### src/rtl/dsp_mac_sequencer_if.sv
// Bundle of the operand stream, result stream and DSP-slice control/data
// signals around dsp_mac_sequencer.
//   slave  : sequencer view (consumes s_*, produces m_*, drives DSP A/B/OPMODE/CEP,
//            reads DSP P/CARRYOUT)
//   master : environment view (upstream source, downstream sink and DSP slice)
interface dsp_mac_sequencer_if;
  logic        s_valid;
  logic        s_ready;
  logic [17:0] s_a;
  logic [17:0] s_b;
  logic        s_last;

  logic [17:0] dsp_a;
  logic [17:0] dsp_b;
  logic [7:0]  dsp_opmode;
  logic        dsp_cep;
  logic [47:0] dsp_p;
  logic        dsp_carryout;

  logic        m_valid;
  logic        m_ready;
  logic [47:0] m_data;
  logic        m_ovf;

  modport slave (
    input  s_valid, s_a, s_b, s_last, m_ready, dsp_p, dsp_carryout,
    output s_ready, m_valid, m_data, m_ovf, dsp_a, dsp_b, dsp_opmode, dsp_cep
  );

  modport master (
    output s_valid, s_a, s_b, s_last, m_ready, dsp_p, dsp_carryout,
    input  s_ready, m_valid, m_data, m_ovf, dsp_a, dsp_b, dsp_opmode, dsp_cep
  );
endinterface

### src/rtl/dsp_mac_sequencer.sv
// Dot-product sequencer in front of a DSP48-style MAC slice.
// Accepts unsigned 18x18 operand pairs, registers them onto the DSP A/B ports,
// and steers OPMODE/CEP so the slice accumulates one vector into P. The last
// product's P is captured as the result together with a sticky carry flag.
// Ports:
//   clk  - clock, rising edge
//   rst  - synchronous active-high reset
//   bus  - dsp_mac_sequencer_if.slave: s_* operand stream, m_* result stream,
//          dsp_a/dsp_b/dsp_opmode/dsp_cep to the slice, dsp_p/dsp_carryout back
module dsp_mac_sequencer #(
  parameter int PROD_LAT = 2,  // dsp_a/b presentation -> product at post-adder
  parameter int CTRL_LAT = 1   // OPMODE register delay inside the slice
) (
  input  logic                clk,
  input  logic                rst,
  dsp_mac_sequencer_if.slave  bus
);
  // Tag pipeline: stage 0 is the beat being accepted this cycle, stage k is
  // that beat k cycles later. CEP_STG is the cycle its product sits at the
  // post-adder, STG the cycle its P/CARRYOUT are visible.
  localparam int CEP_STG = PROD_LAT + 1;
  localparam int STG     = PROD_LAT + 2;
  localparam int OPM_STG = PROD_LAT - CTRL_LAT;

  localparam logic [7:0] OPM_IDLE  = 8'h00;
  localparam logic [7:0] OPM_FIRST = 8'h01;  // P = M
  localparam logic [7:0] OPM_ACC   = 8'h09;  // P = P + M

  logic        accept;
  logic        s_ready_int;
  logic        post_vld;
  logic        capture;
  logic        ovf_new;

  logic [STG:0] vld_pipe;
  logic [STG:0] first_pipe;
  logic [STG:0] last_pipe;

  logic [STG:1] vld_pipe_q,   vld_pipe_d;
  logic [STG:1] first_pipe_q, first_pipe_d;
  logic [STG:1] last_pipe_q,  last_pipe_d;

  logic        first_pend_q, first_pend_d;
  logic        busy_q,       busy_d;
  logic [17:0] dsp_a_q,      dsp_a_d;
  logic [17:0] dsp_b_q,      dsp_b_d;
  logic [7:0]  opmode_q,     opmode_d;
  logic        ovf_acc_q,    ovf_acc_d;
  logic        m_valid_q,    m_valid_d;
  logic [47:0] m_data_q,     m_data_d;
  logic        m_ovf_q,      m_ovf_d;

  // busy spans from the last beat's acceptance to its result handshake, so a
  // second result can never race the first into m_data.
  assign s_ready_int = !rst && !busy_q;
  assign accept      = bus.s_valid && s_ready_int;

  assign vld_pipe   = {vld_pipe_q,   accept};
  assign first_pipe = {first_pipe_q, first_pend_q};
  assign last_pipe  = {last_pipe_q,  bus.s_last};

  always_comb begin
    vld_pipe_d   = vld_pipe[STG-1:0];
    first_pipe_d = first_pipe[STG-1:0];
    last_pipe_d  = last_pipe[STG-1:0];

    dsp_a_d = accept ? bus.s_a : dsp_a_q;
    dsp_b_d = accept ? bus.s_b : dsp_b_q;

    // Issued early by CTRL_LAT so the slice's OPMODE register lines up with
    // the product reaching the post-adder.
    opmode_d = OPM_IDLE;
    if (vld_pipe[OPM_STG])
      opmode_d = first_pipe[OPM_STG] ? OPM_FIRST : OPM_ACC;

    // Carry of the add that just landed in P; the first product restarts it.
    post_vld  = vld_pipe[STG];
    ovf_new   = (!first_pipe[STG] && ovf_acc_q) || bus.dsp_carryout;
    ovf_acc_d = post_vld ? ovf_new : ovf_acc_q;

    capture   = post_vld && last_pipe[STG];
    m_valid_d = capture || (m_valid_q && !bus.m_ready);
    m_data_d  = capture ? bus.dsp_p : m_data_q;
    m_ovf_d   = capture ? ovf_new   : m_ovf_q;

    first_pend_d = accept ? bus.s_last : first_pend_q;

    busy_d = busy_q;
    if (accept && bus.s_last)
      busy_d = 1'b1;
    else if (m_valid_q && bus.m_ready)
      busy_d = 1'b0;
  end

  always_ff @(posedge clk) begin
    if (rst) begin
      vld_pipe_q   <= '0;
      first_pipe_q <= '0;
      last_pipe_q  <= '0;
      first_pend_q <= 1'b1;
      busy_q       <= 1'b0;
      dsp_a_q      <= '0;
      dsp_b_q      <= '0;
      opmode_q     <= OPM_IDLE;
      ovf_acc_q    <= 1'b0;
      m_valid_q    <= 1'b0;
      m_data_q     <= '0;
      m_ovf_q      <= 1'b0;
    end else begin
      vld_pipe_q   <= vld_pipe_d;
      first_pipe_q <= first_pipe_d;
      last_pipe_q  <= last_pipe_d;
      first_pend_q <= first_pend_d;
      busy_q       <= busy_d;
      dsp_a_q      <= dsp_a_d;
      dsp_b_q      <= dsp_b_d;
      opmode_q     <= opmode_d;
      ovf_acc_q    <= ovf_acc_d;
      m_valid_q    <= m_valid_d;
      m_data_q     <= m_data_d;
      m_ovf_q      <= m_ovf_d;
    end
  end

  // Outputs forced idle for the whole reset window, including the first
  // reset cycle before the registers have been cleared.
  assign bus.s_ready    = s_ready_int;
  assign bus.dsp_a      = rst ? '0 : dsp_a_q;
  assign bus.dsp_b      = rst ? '0 : dsp_b_q;
  assign bus.dsp_opmode = rst ? OPM_IDLE : opmode_q;
  assign bus.dsp_cep    = !rst && vld_pipe[CEP_STG];
  assign bus.m_valid    = !rst && m_valid_q;
  assign bus.m_data     = rst ? '0 : m_data_q;
  assign bus.m_ovf      = !rst && m_ovf_q;
endmodule

### src/flat_wrapper.sv
// flat-port wrapper written by rule: the top's interface ports become plain ports
module dsp_mac_sequencer_flat 
#(
  parameter int PROD_LAT = 2,                                                  
  parameter int CTRL_LAT = 1                                            
)
  (clk, rst, bus_s_valid, bus_s_a, bus_s_b, bus_s_last, bus_m_ready, bus_dsp_p, bus_dsp_carryout, bus_s_ready, bus_m_valid, bus_m_data, bus_m_ovf, bus_dsp_a, bus_dsp_b, bus_dsp_opmode, bus_dsp_cep);
  dsp_mac_sequencer_if bus_i ();
  input  logic clk;
  input  logic rst;
  input wire logic [$bits(bus_i.s_valid)-1:0] bus_s_valid;
  input wire logic [$bits(bus_i.s_a)-1:0] bus_s_a;
  input wire logic [$bits(bus_i.s_b)-1:0] bus_s_b;
  input wire logic [$bits(bus_i.s_last)-1:0] bus_s_last;
  input wire logic [$bits(bus_i.m_ready)-1:0] bus_m_ready;
  input wire logic [$bits(bus_i.dsp_p)-1:0] bus_dsp_p;
  input wire logic [$bits(bus_i.dsp_carryout)-1:0] bus_dsp_carryout;
  output wire logic [$bits(bus_i.s_ready)-1:0] bus_s_ready;
  output wire logic [$bits(bus_i.m_valid)-1:0] bus_m_valid;
  output wire logic [$bits(bus_i.m_data)-1:0] bus_m_data;
  output wire logic [$bits(bus_i.m_ovf)-1:0] bus_m_ovf;
  output wire logic [$bits(bus_i.dsp_a)-1:0] bus_dsp_a;
  output wire logic [$bits(bus_i.dsp_b)-1:0] bus_dsp_b;
  output wire logic [$bits(bus_i.dsp_opmode)-1:0] bus_dsp_opmode;
  output wire logic [$bits(bus_i.dsp_cep)-1:0] bus_dsp_cep;
  assign bus_i.s_valid = bus_s_valid;
  assign bus_i.s_a = bus_s_a;
  assign bus_i.s_b = bus_s_b;
  assign bus_i.s_last = bus_s_last;
  assign bus_i.m_ready = bus_m_ready;
  assign bus_i.dsp_p = bus_dsp_p;
  assign bus_i.dsp_carryout = bus_dsp_carryout;
  assign bus_s_ready = bus_i.s_ready;
  assign bus_m_valid = bus_i.m_valid;
  assign bus_m_data = bus_i.m_data;
  assign bus_m_ovf = bus_i.m_ovf;
  assign bus_dsp_a = bus_i.dsp_a;
  assign bus_dsp_b = bus_i.dsp_b;
  assign bus_dsp_opmode = bus_i.dsp_opmode;
  assign bus_dsp_cep = bus_i.dsp_cep;
  dsp_mac_sequencer #(.PROD_LAT(PROD_LAT), .CTRL_LAT(CTRL_LAT)) u_core (.clk(clk), .rst(rst), .bus(bus_i));
endmodule
### config.mk
export PLATFORM = sky130hd
export DESIGN_NAME = dsp_mac_sequencer_flat
export DESIGN_NICKNAME = d
export VERILOG_FILES = /design/src/rtl/dsp_mac_sequencer_if.sv /design/src/rtl/dsp_mac_sequencer.sv /design/src/flat_wrapper.sv
export SDC_FILE = /design/constraint.sdc
export NUM_CORES = 1
export LEC_CHECK = 0
export ABC_AREA = 1
export BUFFER_PORTS_ARGS = -buffer_cell sky130_fd_sc_hd__buf_4
export CORE_MARGIN = 2
export CORE_UTILIZATION = 50
export DETAILED_ROUTE_END_ITERATION = 7
export PLACE_DENSITY = 0.95
export SLEW_MARGIN = 20
export SYNTH_ARGS = -nofsm -noshare
export SYNTH_HDL_FRONTEND = slang
export SYNTH_SLANG_ARGS = --single-unit
export TNS_END_PERCENT = 30
### constraint.sdc
create_clock -name clk -period 2.05 [get_ports clk]
set_clock_uncertainty 0.2 [all_clocks]
set_input_delay 0.205 -clock clk [delete_from_list [all_inputs] [get_ports clk]]
set_output_delay 0.205 -clock clk [all_outputs]
set_load 0.005 [all_outputs]
* Word-level counts from Yosys, hierarchy flattened
Cells that the tools add are included.
Word-level totals: logic and storage cells 38, bits in registers 109, bits in latches 0, memories 0, bits in read-only memories 0, input bits 90, memory bits (writable) 0, output and inout bits 96
Operators by class: div/mod/pow operators 0, equality and inequality tests 0, bitwise operators 1, $lt $le $gt $ge 0, reductions and logical operators 18, multiply operators 0, mux-type cells 7, $add $sub $neg 0, shift-type cells 0
Operator list (number):
- two-way mux 48 bit | 1
- two-way mux 18 bit | 2
- logical AND 1 bit | 10
- two-way mux 8 bit | 1
- logical NOT 1 bit | 4
- two-way mux 4 bit | 1
- logical OR 1 bit | 2
- two-way mux 1 bit | 2
- nonzero test 2 bit | 1
- OR reduction 2 bit | 1
- inverter 1 bit | 1

* Logic depth before layout (Yosys ltp)
Gate-level depths: netlist of the first run.
depth in word-level cells 5, depth in mapped cells 6, gate-level depth less buffers 5

* Worst setup path after synthesis of the first run
Ideal clock, no wire load.
kind flip-flop to flip-flop, from reg u_core.busy_q, to reg u_core.dsp_b_q[10], clock period less this slack 1229 ps, path buffers 2, path slack 821 ps, setup time 112 ps, cell stages (with the launch flop) 7, data arrival time 917 ps, data required time 1738 ps, path through dfxtp_1 > nor2_2 > nand2_1 > buf_4 > buf_6 > nand2_1 > nand2_1
Between the ends: longest elaborated chain between the ends 3
Ends and longest elaborated chain:
- from (decl) | RTL line dsp_mac_sequencer.sv:44 | logic busy_q, busy_d;
- from (signal assigned) | RTL line dsp_mac_sequencer.sv:114 | busy_q <= busy_d;
- logical NOT 1 bit | RTL line dsp_mac_sequencer.sv:55 | assign s_ready_int = !rst && !busy_q;
- logical AND 1 bit | RTL line dsp_mac_sequencer.sv:55
- via bus_s_ready | RTL line flat_wrapper.sv:18 | output wire logic [$bits(bus_i.s_ready)-1:0] bus_s_ready;
- logical AND 1 bit | RTL line dsp_mac_sequencer.sv:56 | assign accept = bus.s_valid && s_ready_int;
- to (signal assigned) | RTL line dsp_mac_sequencer.sv:116 | dsp_b_q <= dsp_b_d;
- to (decl) | RTL line dsp_mac_sequencer.sv:46 | logic [17:0] dsp_b_q, dsp_b_d;
The timed path passes the listed nets, and every way through them passes these cells. A chain may end at the register's enable or synchronous reset.

* Worst setup path in the final report of the first run
from reg u_core.vld_pipe_q[4] in the netlist's numbering, to reg u_core.m_ovf_q
Between the ends: longest elaborated chain between the ends 1
Ends and longest elaborated chain:
- from (decl) | RTL line dsp_mac_sequencer.sv:39 | logic [STG:1] vld_pipe_q, vld_pipe_d;
- from (signal assigned) | RTL line dsp_mac_sequencer.sv:110 | vld_pipe_q <= vld_pipe_d;
- logical AND 1 bit | RTL line dsp_mac_sequencer.sv:81 | capture = post_vld && last_pipe[STG];
- to (signal assigned) | RTL line dsp_mac_sequencer.sv:121 | m_ovf_q <= m_ovf_d;
- to (decl) | RTL line dsp_mac_sequencer.sv:51 | logic m_ovf_q, m_ovf_d;
No other way between the ends.

==> results.ini, run 1 <==
[critical_path]
crit_path_end=u_core.m_ovf_q
rrSetupSlack_ns=0.42
worst-path-max-fanout=26
critPathLaunch=u_core.vld_pipe_q[4]
crit_arrival_ns=1.71
timing.rr.start=u_core.vld_pipe_q[4]
r2r_cells=5
max_stage_delay_ns=0.55
worst_setup_path_start_kind=flip-flop
r2r_end=u_core.m_ovf_q
crit_required_ns=2.14
critical_path_class=reg2reg
cp_cell_sequence=nand2_2 > clkinv_1 > nand3b_1 > nand2_1 > inv_1
cp-end-kind=flip-flop
slowest_stage=clkinv_1

[sta]
maxSlewHeadroom_pct=52.8
fmax_ghz=0.615
report.final.setup_viol=0
finalCriticalPeriod_ns=1.63
fin_crit_sh_pct=79.3
tightest_slew_ns=0.704
rsz0062_at_grt=no
hold_viol=0
slew_violations=0
tns_ns=0

[clock_tree]
clock_latency_ns=0.35
clock_path_buffers=2
cts_sinks=103
root_buffer=clkbuf_8
numCtsBuffers=9
cts_tree=yes
cts_resized=0
htree_num_levels=3
path_clk_slew_ns=0.10

[drt]
drc=0
routed_wl_um=13100
wl_per_cell_um=13.8
ant_nets=0
dr.pass1.iters=4
num_vias=4557
first_iter_violations=225
vias_per_cell=4.78

[run_status]
status=complete, no violations

[floorplanning]
initial_core_util_pct=50.9
fp-row-count=33
fp.dieW_um=94.8
design.die.area_sq_um=8980
io_pins=186
die_h_um=94.8
core_sq_um=8090

[logic_synthesis]
yosysMostFrequentCell=nand2_1
yosysTopAreaCell=dfxtp_1
netlist.area_leader.share_pct=50.1
yosysUniqueCellTypes=19
netlist_top_cells_count=166 x nand2_1, 103 x dfxtp_1, 102 x inv_1
ys_ff_latch=103
ys_seq_area_share_pct=50.1
synth_ff_type=dfxtp_1
synthCells=595
synthTopCellsByArea=dfxtp_1 50%, nand2_1 15%, inv_1 9.3%, nor2_1 9.1%, a21oi_1 6.3%
synth.avg_cell_area_sq_um=6.92
yosysWarnings=0
synth-edff-count=0
syn-cell-area_sq_um=4120
synthArstFlopShare_pct=0

[finish]
drive_above_1_share_pct=23.8
seq_area_sq_um=2060
multiInputGateArea_sq_um=1440
stdcell_count=954
nFillCells=512
synthToLayoutAreaGrowth_pct=58.5
n_antenna_cell=0
num-nets-final=934

[pwr]
vdd_ir_drop_max_mv=0.350
leakage_nw=3.09
powerDensity_nw_per_um2=617

[grt]
grt.total_usage_pct=29.0
grt_pass1_wl_um=20400
gr-total-overflow=0
grt_max_degree=74
antenna_found_initial=0
grt_pass1_vias=4475

[placement]
dp_cells=850
post-dp-hpwl_um=6890
place_congestion=0.764
numPortBuffers=179

[run]
drv_cap=0

[min_path]
hp-class=in2reg

-- how the worst min path moves through the flow --
stage | start | end | slack [ns] | cells past startpoint
after floorplan | bus_s_a[0] | u_core.dsp_a_q[0] | 0.11 | 2
after global placement | u_core.last_pipe_q[1] | u_core.last_pipe_q[2] | 0.19 | 2
after detailed placement | u_core.first_pipe_q[3] | u_core.first_pipe_q[4] | 0.19 | 2
after CTS | rst | u_core.busy_q | 0.06 | 2
after global routing | rst | u_core.busy_q | 0.09 | 2
final | rst | u_core.busy_q | 0.09 | 2
-- state kept, by name, summed over array words and instances (netlist names) --
name and count:
u_core.ovf_acc_q 1, u_core.vld_pipe_q 4, u_core.first_pend_q 1, u_core.dsp_a_q 18, u_core.opmode_q 2, u_core.m_valid_q 1, u_core.m_ovf_q 1, u_core.busy_q 1
u_core.m_data_q 48, u_core.last_pipe_q 4, u_core.first_pipe_q 4, u_core.dsp_b_q 18
-- kinds of logic (layout without fill, tap and decap cells) --
| group | count (synthesis) | in the layout | synth area share [%] |
|---|---|---|---|
| buffers and inverters | 143 | 392 | 15.5 |
| flip-flops | 103 | 103 | 50.1 |
| other | 1 | 6 | 0.0910 |
| AO/OA/AOI/OAI | 77 | 77 | 9.39 |
| AND/OR/NAND/NOR | 271 | 271 | 24.9 |
-- final cells by class --
type	count	share of cell area (%)
Timing Repair Buffer	272	35.0
Sequential cell	103	31.6
Inverter	104	5.98
Tap cell	105	2.01
Clock buffer	10	1.96
Multi-Input combinational cell	354	22.0
Clock inverter	6	1.38
-- per-layer routing --
| metal | GRT usage, % | part of all wire (%) | vias up | routed length (um) |
|---|---|---|---|---|
| li1 | - | - | 2225 | - |
| met1 | 30.0 | 36 | 2045 | 4710 |
| met2 | 52.4 | 52 | 227 | 6880 |
| met3 | 7.66 | 7.5 | 60 | 982 |
| met4 | 17.4 | 4.2 | 0 | 556 |
| met5 | 0 | 0 | - | 0 |
-- report_power, final --
| group | internal [mW] | switching (mW) | total (mW) |
|---|---|---|---|
| logic | 0.315 | 0.245 | 0.561 |
| registers | 2.07 | 0.0218 | 2.09 |
| clock network | 0.696 | 0.679 | 1.37 |
| total | 3.08 | 0.946 | 4.03 |
-- what timing repair did --
action | in CTS | in global routing
hold buffers | 88 | 0
buffers inserted | 0 | 0
hold endpoints to repair | 90 | 0
setup endpoints to repair | 0 | 0
-- critical path, delay by kind of cell, from the launching register on --
family	cells	cell delay, ns
buffers and inverters	2	0.60
DFF	1	0.34
and+or+nand+nor	3	0.42
-- stage by stage --
step	hold WS (ns)	setup slack, ns	util (%)	power (mW)	area [sq um]
4_1_cts	0.0568	0.450	80.7	4.03	6530
5_1_grt	0.0860	0.287	80.7	4.19	6530
6_report	0.0879	0.425	80.7	4.03	6530
2_1_floorplan	0.108	0.821	-	2.32	4140
3_3_place_gp	0.189	0.498	67.1	2.51	5430
3_5_place_dp	0.192	0.407	67.1	2.53	5430
-- cell usage in the layout (no fill, tap or decap), drive strengths merged --
cell type | Yosys | routed
nor3 | 1 | 1
nor2 | 101 | 101
clkbuf | 4 | 10
bufinv | 0 | 2
nand3b | 1 | 1
o22ai | 1 | 1
buf | 35 | 184
inv | 103 | 105
dfxtp | 103 | 103
dlygate4sd3 | 0 | 88
nand2 | 166 | 166
clkinv | 1 | 2
a21oi | 52 | 52
conb | 1 | 6
clkinvlp | 0 | 1
o21ai | 24 | 24
nand3 | 2 | 2
Note: power is estimated with default switching activity, not from simulation.
==> run 2: changes to the inputs <==
ABC_AREA = 0   (was 1)
CORE_UTILIZATION = 42   (was 50)
PLACE_DENSITY = 0.86   (was 0.95)
clock period = 1.3 ns   (was 2.05 ns; I/O delays follow)
==> run 2 against run 1 <==
Setup slack got worse by 0.64 ns. Global-route usage fell by 7.9 points. Die area is 19% higher. The flow now finishes with violations (hold timing, setup timing). Wire length decreased by 2.7%. Utilization decreased by 6.2 points.
==> results.ini, run 2 <==
[sta]
fmax_ghz=0.660
fin_crit_sh_pct=117
report.final.setup_viol=52
whs_ns=-0.0365
hold_viol=1
slew_violations=0
rsz0062_at_grt=yes
layout_setup_ws_ns=-0.216
finalCriticalPeriod_ns=1.52
tns_ns=-6.93

[finish]
max_flop_register=u_core.m_data_q
synthToLayoutAreaGrowth_pct=74.4
num-nets-final=749
layout_commonest_cell=buf_4
final_util_pct=74.5
stdcell_count=796
design_area_sq_um=7210
seq_area_sq_um=2090
n_antenna_cell=0
largest_register_ffs=48
final_cell_mix=153 x buf_4, 89 x dlygate4sd3_1, 80 x dfxtp_1, 47 x a2bb2oi_1, 42 x nand2b_1
reg.largest.list=u_core.m_data_q x48, u_core.dsp_a_q x18, u_core.dsp_b_q x18
nFillCells=631
multiInputGateArea_sq_um=1970
drive_above_1_share_pct=49.8

[placement]
post-place-ws_ns=-0.218
post-dp-hpwl_um=6840
place_congestion=0.669
place_area_sq_um=5620
numPortBuffers=179
dp_cells=685

[drt]
num_vias=3652
top_layer_used=met4
wl_met2_um=6920
ant_nets=0
routed_wl_um=12800
wl_met3_um=653
first_iter_violations=84
dr.pass1.iters=5
wl_met1_um=4990
drc=0
vias_per_cell=4.59
wl_per_cell_um=16.0

[floorplanning]
core_sq_um=9680
io_pins=186
fp-row-count=36
die_h_um=103
fp.dieW_um=103
initial_core_util_pct=42.7
design.die.area_sq_um=10700

[critical_path]
critical_path_class=reg2reg
worst_setup_path_start_kind=flip-flop
crit_arrival_ns=1.55
cp_num_buf_inv=2
timing.rr.start=u_core.busy_q
crit_required_ns=1.34
worst-path-max-fanout=6
cp_cell_sequence=nor3b_4 > buf_6 > clkbuf_16 > mux2_4
max_stage_delay_ns=0.35
slowest_stage=dfxtp_2
cp-end-kind=flip-flop
crit_family=flip-flops
critPathLaunch=u_core.busy_q

[logic_synthesis]
yosysWarnings=0
synthTopCellsByArea=dfxtp_1 50%, mux2_4 11%, a2bb2oi_1 10%, nor2b_1 8.2%, nand2b_1 7.4%
yosysUniqueCellTypes=24
netlist.area_leader.share_pct=49.9
syn-cell-area_sq_um=4140
yosysTopAreaCell=dfxtp_1
synth.avg_cell_area_sq_um=10.7
netlist_top_cells_count=103 x dfxtp_1, 54 x nor2b_1, 51 x inv_1
synth_ff_type=dfxtp_1
synth-edff-count=0
ys_ff_latch=103
ys_seq_area_share_pct=49.9
synthArstFlopShare_pct=0
yosysMostFrequentCell=dfxtp_1
synthCells=388

[clock_tree]
root_buffer=clkbuf_8
ctsHoldBuffers=89
htree_num_levels=3
cts_tree=yes
clock_latency_ns=0.35
cts_sinks=103
numCtsBuffers=9
path_clk_slew_ns=0.10
clock_path_buffers=2

[grt]
grt_pass1_wl_um=17300
gr-total-overflow=0
antenna_found_initial=0
grt_max_degree=49
grt_pass1_vias=3680
grt.total_usage_pct=21.2

[pwr]
leakage_nw=3.66
vdd_ir_drop_max_mv=0.670
powerDensity_nw_per_um2=868

[min_path]
hp-class=in2reg
min-delay-start=rst

[run_status]
violations=hold timing, setup timing
status=finished with violations

[run]
drv_cap=0

## run 2: changes by cell type in the layout (fill, tap and decap cells not counted), sizes merged, moves of 2 or more
cell and delta:
nand2 -163, nor2 -99, inv -54, nor2b +54, a21oi -50, nand2b +49, a2bb2oi +48, mux2 +36
o21ai -23, buf +12, clkbuf +6, bufinv -2, clkinv -2, nand3 -2
## run 2: timing repair
action                                 in CTS  in global routing
endpoints found under the hold margin      93                  1
setup endpoints to repair                 116                148
buffers inserted                            3                  3
pin swaps                                   1                  1
resized for setup                          39                109
gates cloned                                1                  1
## run 2: kinds of logic (layout without fill, tap and decap cells)
group | count (synthesis) | in the layout | synth area share (%)
AND/OR/NAND/NOR | 110 | 110 | 16.5
flip-flops | 103 | 103 | 49.9
buffers and inverters | 82 | 352 | 9.47
AO/OA/AOI/OAI | 56 | 56 | 11.6
multiplexers | 36 | 36 | 12.4
other | 1 | 6 | 0.0907
## run 2: metal layers
| metal | track usage, % | up-vias |
|---|---|---|
| li1 | - | 1778 |
| met3 | 4.91 | 18 |
| met5 | 0 | - |
| met4 | 6.17 | 0 |
| met2 | 40.4 | 130 |
| met1 | 23.2 | 1726 |
## run 2: final timing paths
| kind | cells past startpoint | end | slack [ns] |
|---|---|---|---|
| max | 4 | u_core.dsp_a_q[6] | -0.22 |
| min | 3 | u_core.vld_pipe_q[1] | -0.04 |
| max reg2reg | 4 | u_core.dsp_a_q[6] | -0.22 |
| min reg2reg | 1 | u_core.opmode_q[3] | 0.21 |
## run 2: final cells by class
cell class,instances,area share [%]
clock buffer,15,2.45
inverter,51,2.65
multi-input combinational,208,27.3
sequential,103,29.0
tap,133,2.31
timing repair buffer,286,36.2
## run 2: report_power, final
part | internal, mW | total, mW | leakage (nW) | switching, mW
logic | 0.756 | 1.09 | 2.72 | 0.336
registers | 3.27 | 3.30 | 0.849 | 0.0344
clock network | 0.850 | 1.86 | 0.0898 | 1.01
total | 4.87 | 6.26 | 3.66 | 1.38
## run 2: worst reg2reg max path, cell delays in order (launching register included)
cell	delay, ns
dfxtp_2	0.35
nor3b_4	0.24
buf_6	0.17
clkbuf_16	0.15
mux2_4	0.30
## run 2: stage by stage
stage	hold WS (ns)	total power [mW]
2_1_floorplan	0.0414	3.73
5_1_grt	-0.0580	6.50
4_1_cts	0.0723	6.19
3_3_place_gp	0.148	4.05
3_5_place_dp	0.149	4.07
6_report	-0.0365	6.26
